File: src/rtl/frame_painter_pkg.sv
// Shared constants, widths and FSM state type for the frame painter.
// Default raster is 320x240 with 3-bit RGB colour.
package frame_painter_pkg;

    localparam int H_RES_DEF = 320;
    localparam int V_RES_DEF = 240;
    localparam int X_W       = 9;
    localparam int Y_W       = 8;
    localparam int COLOUR_W  = 3;
    localparam int PIPE_W    = 1 + X_W + Y_W;

    typedef enum logic [1:0] {
        IDLE  = 2'd0,
        SCAN  = 2'd1,
        DRAIN = 2'd2
    } state_e;

endpackage

File: src/rtl/frame_painter_coord_delay.sv
// Parameterised shift register that delays {valid, x, y} by DEPTH cycles,
// matching the pixel-source latency so coordinates line up with colour.
module coord_delay
    import frame_painter_pkg::*;
#(
    parameter int DEPTH = 1,
    parameter int W     = PIPE_W
) (
    input  logic         clk,
    input  logic         reset,
    input  logic [W-1:0] data_i,
    output logic [W-1:0] data_o
);

    logic [W-1:0] pipe_q [DEPTH];

    always_ff @(posedge clk) begin
        if (reset) begin
            for (int i = 0; i < DEPTH; i++) begin
                pipe_q[i] <= '0;
            end
        end else begin
            pipe_q[0] <= data_i;
            for (int i = 1; i < DEPTH; i++) begin
                pipe_q[i] <= pipe_q[i-1];
            end
        end
    end

    assign data_o = pipe_q[DEPTH-1];

endmodule

File: src/rtl/frame_painter.sv
// Raster scanner: requests every pixel of a frame from a latency-SRC_LAT
// source and forwards the aligned coordinate/colour/plot to a VGA adapter.
module frame_painter
    import frame_painter_pkg::*;
#(
    parameter int H_RES   = H_RES_DEF,
    parameter int V_RES   = V_RES_DEF,
    parameter int SRC_LAT = 1
) (
    input  logic                clk,
    input  logic                reset,
    input  logic                start,
    input  logic                continuous,
    output logic [X_W-1:0]      req_x,
    output logic [Y_W-1:0]      req_y,
    input  logic [COLOUR_W-1:0] colour_in,
    output logic [X_W-1:0]      x,
    output logic [Y_W-1:0]      y,
    output logic [COLOUR_W-1:0] colour,
    output logic                plot,
    output logic                busy,
    output logic                frame_done
);

    localparam logic [X_W-1:0] X_LAST     = X_W'(H_RES - 1);
    localparam logic [Y_W-1:0] Y_LAST     = Y_W'(V_RES - 1);
    localparam logic [2:0]     LAST_DRAIN = 3'(SRC_LAT - 1);

    state_e          state_q;
    logic [X_W-1:0]  req_x_q, req_x_d;
    logic [Y_W-1:0]  req_y_q, req_y_d;
    logic [2:0]      drain_cnt_q;
    logic            busy_q;
    logic            frame_done_q;
    logic            last_pix;
    logic            scan_vld;
    logic [PIPE_W-1:0] dly_out;

    always_comb begin
        last_pix = (req_x_q == X_LAST) && (req_y_q == Y_LAST);
        req_x_d  = req_x_q + X_W'(1);
        req_y_d  = req_y_q;
        if (req_x_q == X_LAST) begin
            req_x_d = '0;
            req_y_d = req_y_q + Y_W'(1);
        end
    end

    // frame_done is raised in the final DRAIN cycle, which is also the cycle
    // the last pixel is plotted; continuous mode re-enters SCAN right after.
    always_ff @(posedge clk) begin
        if (reset) begin
            state_q      <= IDLE;
            req_x_q      <= '0;
            req_y_q      <= '0;
            drain_cnt_q  <= '0;
            busy_q       <= 1'b0;
            frame_done_q <= 1'b0;
        end else begin
            case (state_q)
                IDLE: begin
                    frame_done_q <= 1'b0;
                    req_x_q      <= '0;
                    req_y_q      <= '0;
                    if (start || continuous) begin
                        state_q <= SCAN;
                        busy_q  <= 1'b1;
                    end
                end
                SCAN: begin
                    if (last_pix) begin
                        state_q      <= DRAIN;
                        drain_cnt_q  <= '0;
                        frame_done_q <= (LAST_DRAIN == 3'd0);
                    end else begin
                        req_x_q <= req_x_d;
                        req_y_q <= req_y_d;
                    end
                end
                DRAIN: begin
                    if (drain_cnt_q == LAST_DRAIN) begin
                        frame_done_q <= 1'b0;
                        req_x_q      <= '0;
                        req_y_q      <= '0;
                        if (continuous) begin
                            state_q <= SCAN;
                        end else begin
                            state_q <= IDLE;
                            busy_q  <= 1'b0;
                        end
                    end else begin
                        drain_cnt_q  <= drain_cnt_q + 3'd1;
                        frame_done_q <= ((drain_cnt_q + 3'd1) == LAST_DRAIN);
                    end
                end
                default: begin
                    state_q <= IDLE;
                    busy_q  <= 1'b0;
                end
            endcase
        end
    end

    assign scan_vld = (state_q == SCAN);

    coord_delay #(
        .DEPTH (SRC_LAT),
        .W     (PIPE_W)
    ) u_coord_delay (
        .clk    (clk),
        .reset  (reset),
        .data_i ({scan_vld, req_x_q, req_y_q}),
        .data_o (dly_out)
    );

    assign {plot, x, y} = dly_out;
    assign colour       = colour_in;
    assign req_x        = req_x_q;
    assign req_y        = req_y_q;
    assign busy         = busy_q;
    assign frame_done   = frame_done_q;

endmodule

File: config.mk
export PLATFORM = sky130hd
export DESIGN_NAME = frame_painter
export DESIGN_NICKNAME = d
export VERILOG_FILES = /design/src/rtl/frame_painter_pkg.sv /design/src/rtl/frame_painter_coord_delay.sv /design/src/rtl/frame_painter.sv
export SDC_FILE = /design/constraint.sdc
export NUM_CORES = 1
export LEC_CHECK = 0
export CAP_MARGIN = 30
export CORE_ASPECT_RATIO = 2
export CORE_MARGIN = 5
export CORE_UTILIZATION = 45
export DETAILED_ROUTE_END_ITERATION = 8
export PLACE_DENSITY = 0.72
export SYNTH_ARGS = -nofsm -noshare
export SYNTH_HDL_FRONTEND = slang
export SYNTH_HIERARCHICAL = 1
export SYNTH_SLANG_ARGS = --single-unit
export TNS_END_PERCENT = 1
File: constraint.sdc
create_clock -name clk -period 3.1 [get_ports clk]
set_clock_uncertainty 0.15 [all_clocks]
set_input_delay 0.62 -clock clk [delete_from_list [all_inputs] [get_ports clk]]
set_output_delay 0.62 -clock clk [all_outputs]
set_load 0.05 [all_outputs]
Yosys cells after proc, flatten, opt, wreduce, memory -nomap -nowiden
Memory sizes are Yosys's and may differ from the RTL's.
Index checks and enable logic that the tools add are counted.
- multiplexer cells: 28
- equality and inequality tests: 11
- add/subtract/negate cells: 3
- bitwise logic cells: 1
- reduce and logical (&&, ||, !) cells: 14
- operator list (operator ; count):
    $mux W9 ; 3
    $pmux W9 S3 ; 1
    $mux W8 ; 3
    $pmux W8 S3 ; 1
    $mux W18 ; 1
    $reduce_or A18 Y1 ; 1
    $ne A2 B2 Y1 const B ; 6
    $mux W1 ; 10
    $add A9 B1 Y9 const B ; 1
    $eq A9 B9 Y1 const B ; 1
    $reduce_and A3 Y1 ; 3
    $add A8 B1 Y8 const B ; 1
    $eq A8 B8 Y1 const B ; 1
    $reduce_and A4 Y1 ; 2
    $logic_not A3 Y1 ; 2
    $mux W2 ; 3
    $mux W3 ; 2
    $pmux W1 S3 ; 2
    $pmux W2 S3 ; 1
    $pmux W3 S2 ; 1
    $add A3 B1 Y3 const B ; 1
    $reduce_bool A3 Y1 ; 1
    $eq A2 B1 Y1 const B ; 1
    $eq A2 B2 Y1 const B ; 1
    other kinds (7) ; 7
- RAM bits: 18
- input bits: 7
- register bits after elaboration: 24
- memories kept: 1
- memories (memory ; depth ; bits a word ; rd ports ; clocked after memory_dff ; wr ports ; RTL line ; RTL):
    u_coord_delay.pipe_q ; 1 ; 18 ; 1 ; 0 ; 1 ; frame_painter_coord_delay.sv:15 ; logic [W-1:0] pipe_q [DEPTH];

Depth between registers and ports, before layout
- word-level depth: 4
- mapped depth: 9
- mapped depth without buffers: 6

By module
The synthesis kept the hierarchy.
- by module, submodules not included (module ; cells an instance ; sequential area each (sq um) ; area each (sq um) ; times used):
    frame_painter ; 201 ; 480.5 ; 1627.8 ; 1
    coord_delay ; 37 ; 360.3 ; 489.2 ; 1

Worst setup path after synthesis
OpenSTA, ideal clock, no wires.
- kind: register to register
- from: register req_x_q[0] (netlist: req_x[0])
- to: register state_q[0]
- setup slack: 0.521 ns
- path buffers: 1
- cell stages (with the launch flop): 7
- data arrival time: 2.305 ns
- period minus slack after synthesis: 2.579 ns
- library setup time: 0.123 ns
- path through: dfxtp_1 -> ha_1 -> nand4b_2 -> or4_1 -> buf_2 -> a21oi_2 -> mux2_1
- cells in the longest elaborated chain, start to end: 4
- ends and longest elaborated chain (element ; RTL line ; RTL):
    start: declaration ; frame_painter.sv:30 ; logic [X_W-1:0] req_x_q, req_x_d;
    start signal: assignment ; frame_painter.sv:76 ; req_x_q <= req_x_d;
    $eq A9 B9 Y1 ; frame_painter.sv:40 ; last_pix = (req_x_q == X_LAST) && (req_y_q == Y_LAST);
    $logic_and A1 B1 Y1 ; frame_painter.sv:40 ;
    $ne A2 B2 Y1 (no line) ; n/a ;
    $reduce_and A3 Y1 (no line) ; n/a ;
    end signal: assignment ; frame_painter.sv:53 ; state_q <= IDLE;
    end signal: assignment ; frame_painter.sv:66 ; state_q <= SCAN;
    end signal: assignment ; frame_painter.sv:72 ; state_q <= DRAIN;
    end: declaration ; frame_painter.sv:29 ; state_e state_q;
No other way between the ends.
A chain may end at the register's enable or synchronous reset.

Worst setup path after layout
- from: register req_y_q[2] (netlist: req_y[2])
- to: output port req_y[2]
- RTL lines (element ; RTL line ; RTL):
    start: declaration ; frame_painter.sv:31 ; logic [Y_W-1:0] req_y_q, req_y_d;
    start signal: assignment ; frame_painter.sv:77 ; req_y_q <= req_y_d;
    end: declaration ; frame_painter.sv:15 ; output logic [Y_W-1:0] req_y,
No word-level cell between the ends.

==> key figures <==
Floorplan
  • Die Y: 107 um
  • Initial core utilization: a little under half
  • Die Wd: 58.5 um
  • Core box area: 0.00460 mm2
  • Row Count: 35
  • Ports: 47
  • Die area: 0.00626 mm2

Place
  • Placed insts: 322
  • RD Place Congestion: 0.842
  • IO Port Bufs: 40
  • Final HPWL DP: 3460 um

Layout
  • Most common cell after layout, fill and taps aside: dfxtp_1
  • Most frequent cells in the layout: 42 x dfxtp_1, 40 x clkdlybuf4s50_1, 24 x nand2_1
  • Ant diodes: 0
  • Finished Layout Cells: 330
  • Area of the multi-input gates: 0.00117 mm2
  • Fillers: 458
  • Layout cell share with drive strength beyond 1: 7.27%
  • Synth-to-Final Area Change: 25.2%
  • Register area: 841 um2
  • Layout Nets: 291

Worst setup path
  • Startpoint Class: register
  • WP data arrival: roughly 1.7 ns
  • CP required: roughly 2.3 ns
  • Crit. End Element: primary output
  • CP Depth: 1
  • CP startpoint: req_y[2]$_SDFFE_PP0P_
  • Cells along the critical path: clkdlybuf4s50_1
  • CP max-delay cell: clkdlybuf4s50_1
  • R2R depth: 5
  • Crit path largest cell delay: 0.87 ns
  • Worst r2r src: req_x[0]$_SDFFE_PP0P_
  • Setup CP Type: reg -> out
  • Top delay family on crit path: buffers and inverters
  • Critical Path Fanout Max: 10
  • Bufs and invs on worst path: 1

Global routing
  • Vias in the first global route: 1707
  • Gr usage total: 16.3%
  • First-pass GRT wire length: 7990 um
  • Largest net degree at the start of global routing: 39
  • Initial antenna violation count: 0
  • Grt ovf: 0

Synth
  • FFs w/ async S/R, synth: 0%
  • Mapped Cells: 238
  • Top_reg_cell synth: dfxtp_1
  • Mean Syn Cell Area: 8.90 um2
  • Seq/Total Area, Yosys: 39.7%
  • Synth Register Bits: 42
  • Syn Nets: 255
  • Netlist cell types: 48
  • Synth Cell Area: 0.00212 mm2
  • Synthesis Warnings: 6
  • Post-synth EDFFs: 0

STA
  • Final setup vio count: 0
  • Final Hold Viols: 0
  • Tcrit/Tclk final: 78.7%
  • Final Slew Violations: 0
  • Fin crit period: 2.44 ns
  • RSZ-0062 raised after global routing: false
  • Post-Route Setup TNS: 0 ns
  • Slew headroom: 60.1%
  • Slew @ Worst Pin: 0.595 ns
  • Fmax: slightly above 400 MHz

Clock tree
  • Clock Tree Buf Depth: 2
  • Clock sink count: 42
  • Hold-fix buffers, CTS: 0
  • Clock latency at the later pin of the worst-skew pair: 0.30 ns
  • Clock Pin Slew Worst Setup and Hold Paths: 0.08 ns
  • Post-CTS setup buffers: 0
  • TritonCTS clock tree: built
  • Clock root buffer master: clkbuf_8
  • Post-CTS resize count: 0
  • H-tree level count: 2
  • Total CTS buffers: 5

Route
  • Vias/cell: about 5.6
  • DRT iter0 DRCs: 31
  • Detail Route Antenna Nets: 0
  • Routed wire length: 4840 um
  • WL/cell: roughly 15 um
  • # DRC: 0
  • Drt pass-1 iters: 4
  • Vias: 1854

Power and ir drop
  • Worst vdd ir: 0.000317 V
  • PD cells: 479 mW/mm2
  • Static Leak: 0.980 nW

Run
  • Max cap viols: 0

Hold path
  • WHS Path Cells: 2
  • Min-delay worst type: reg -> reg
  • Hold path startpoint: frame_done$_SDFFE_PP0P_

Run status
  • Status: finished, final reports clean
==> final cells by class <==
cell class                 count  share of cell area, %
clock buffer                   6                   2.74
clock inverter                 2                   1.42
inverter                       9                   1.27
multi-input combinational    172                   44.0
sequential                    42                   31.7
tap                           55                   2.60
timing repair buffer          44                   16.2
==> cell families (layout without fill, tap and decap cells) <==
family,count (synthesis),count (layout),share of synthesized area [%]
fa+ha+maj,10,10,5.91
simple gates,96,96,26.7
mux,6,6,2.90
buf+inv,24,61,5.14
flops,42,42,39.7
compound gates,60,60,19.6
==> sequential cells by signal, summed over array words and instances, names as in the netlist <==
register and flops:
state_q 2, u_coord_delay/pipe_q 18, req_y 8, drain_cnt_q 3, busy 1, frame_done 1
req_x 9
==> synthesized netlist by cell type, types with 2 or more instances <==
master / instances / share of area, %
buf_2: 3 / 0.71
a2111oi_0: 3 / 1.2
a21o_1: 3 / 1.1
clkbuf_1: 8 / 1.4
a31oi_1: 8 / 2.4
ha_1: 10 / 5.9
o21ai_0: 11 / 2.6
nand2b_1: 3 / 0.89
dfxtp_1: 42 / 40
buf_4: 4 / 1.4
o2bb2ai_1: 2 / 0.83
a211oi_1: 6 / 2.1
a21oi_2: 2 / 0.83
nand2_1: 24 / 4.3
nor4_1: 4 / 1.2
nor2_1: 9 / 1.6
nand3_1: 11 / 2.6
and2b_1: 7 / 2.5
nor3_1: 3 / 0.71
nor2b_1: 13 / 3.8
inv_1: 9 / 1.6
nand4_1: 3 / 0.89
a21oi_1: 11 / 2.6
nand4b_1: 2 / 0.83
mux2i_1: 5 / 2.4
o211ai_1: 4 / 1.4
a311oi_1: 3 / 1.2
or3_1: 3 / 0.89
or4_1: 3 / 1.1
==> through the flow <==
stage	utilization (%)	area, um2	hold WS, ns	power [mW]	setup slack (ns)
final	57.7	2650	0.317	1.27	0.660
after global routing	57.7	2650	0.332	1.34	0.594
after CTS	57.7	2650	0.317	1.28	0.639
after detailed placement	55.3	2540	0.295	0.858	0.769
after global placement	55.3	2540	0.307	0.856	0.805
after floorplan	-	2120	0.309	0.794	0.521
==> power breakdown <==
part | internal, mW | total, mW | switching [mW]
logic | 0.100 | 0.272 | 0.172
registers | 0.557 | 0.573 | 0.0152
clock network | 0.240 | 0.427 | 0.187
total | 0.898 | 1.27 | 0.374
==> routing by layer <==
layer | track usage, % | vias up | routed length [um]
met1 | 17.4 | 873 | 1900
met2 | 30.2 | 39 | 2650
met3 | 2.65 | 7 | 205
met4 | 6.80 | 0 | 89
li1 | - | 935 | -
met5 | 0 | - | 0
==> worst paths after layout <==
kind                                                 to  slack, ns
worst max-delay path                           req_y[2]       0.66
worst min-delay path            frame_done$_SDFFE_PP0P_       0.32
worst max register to register  state_q[0]$_SDFFE_PP0P_       0.75
worst min register to register  frame_done$_SDFFE_PP0P_       0.32
Note: power is estimated with default switching activity, not from simulation.
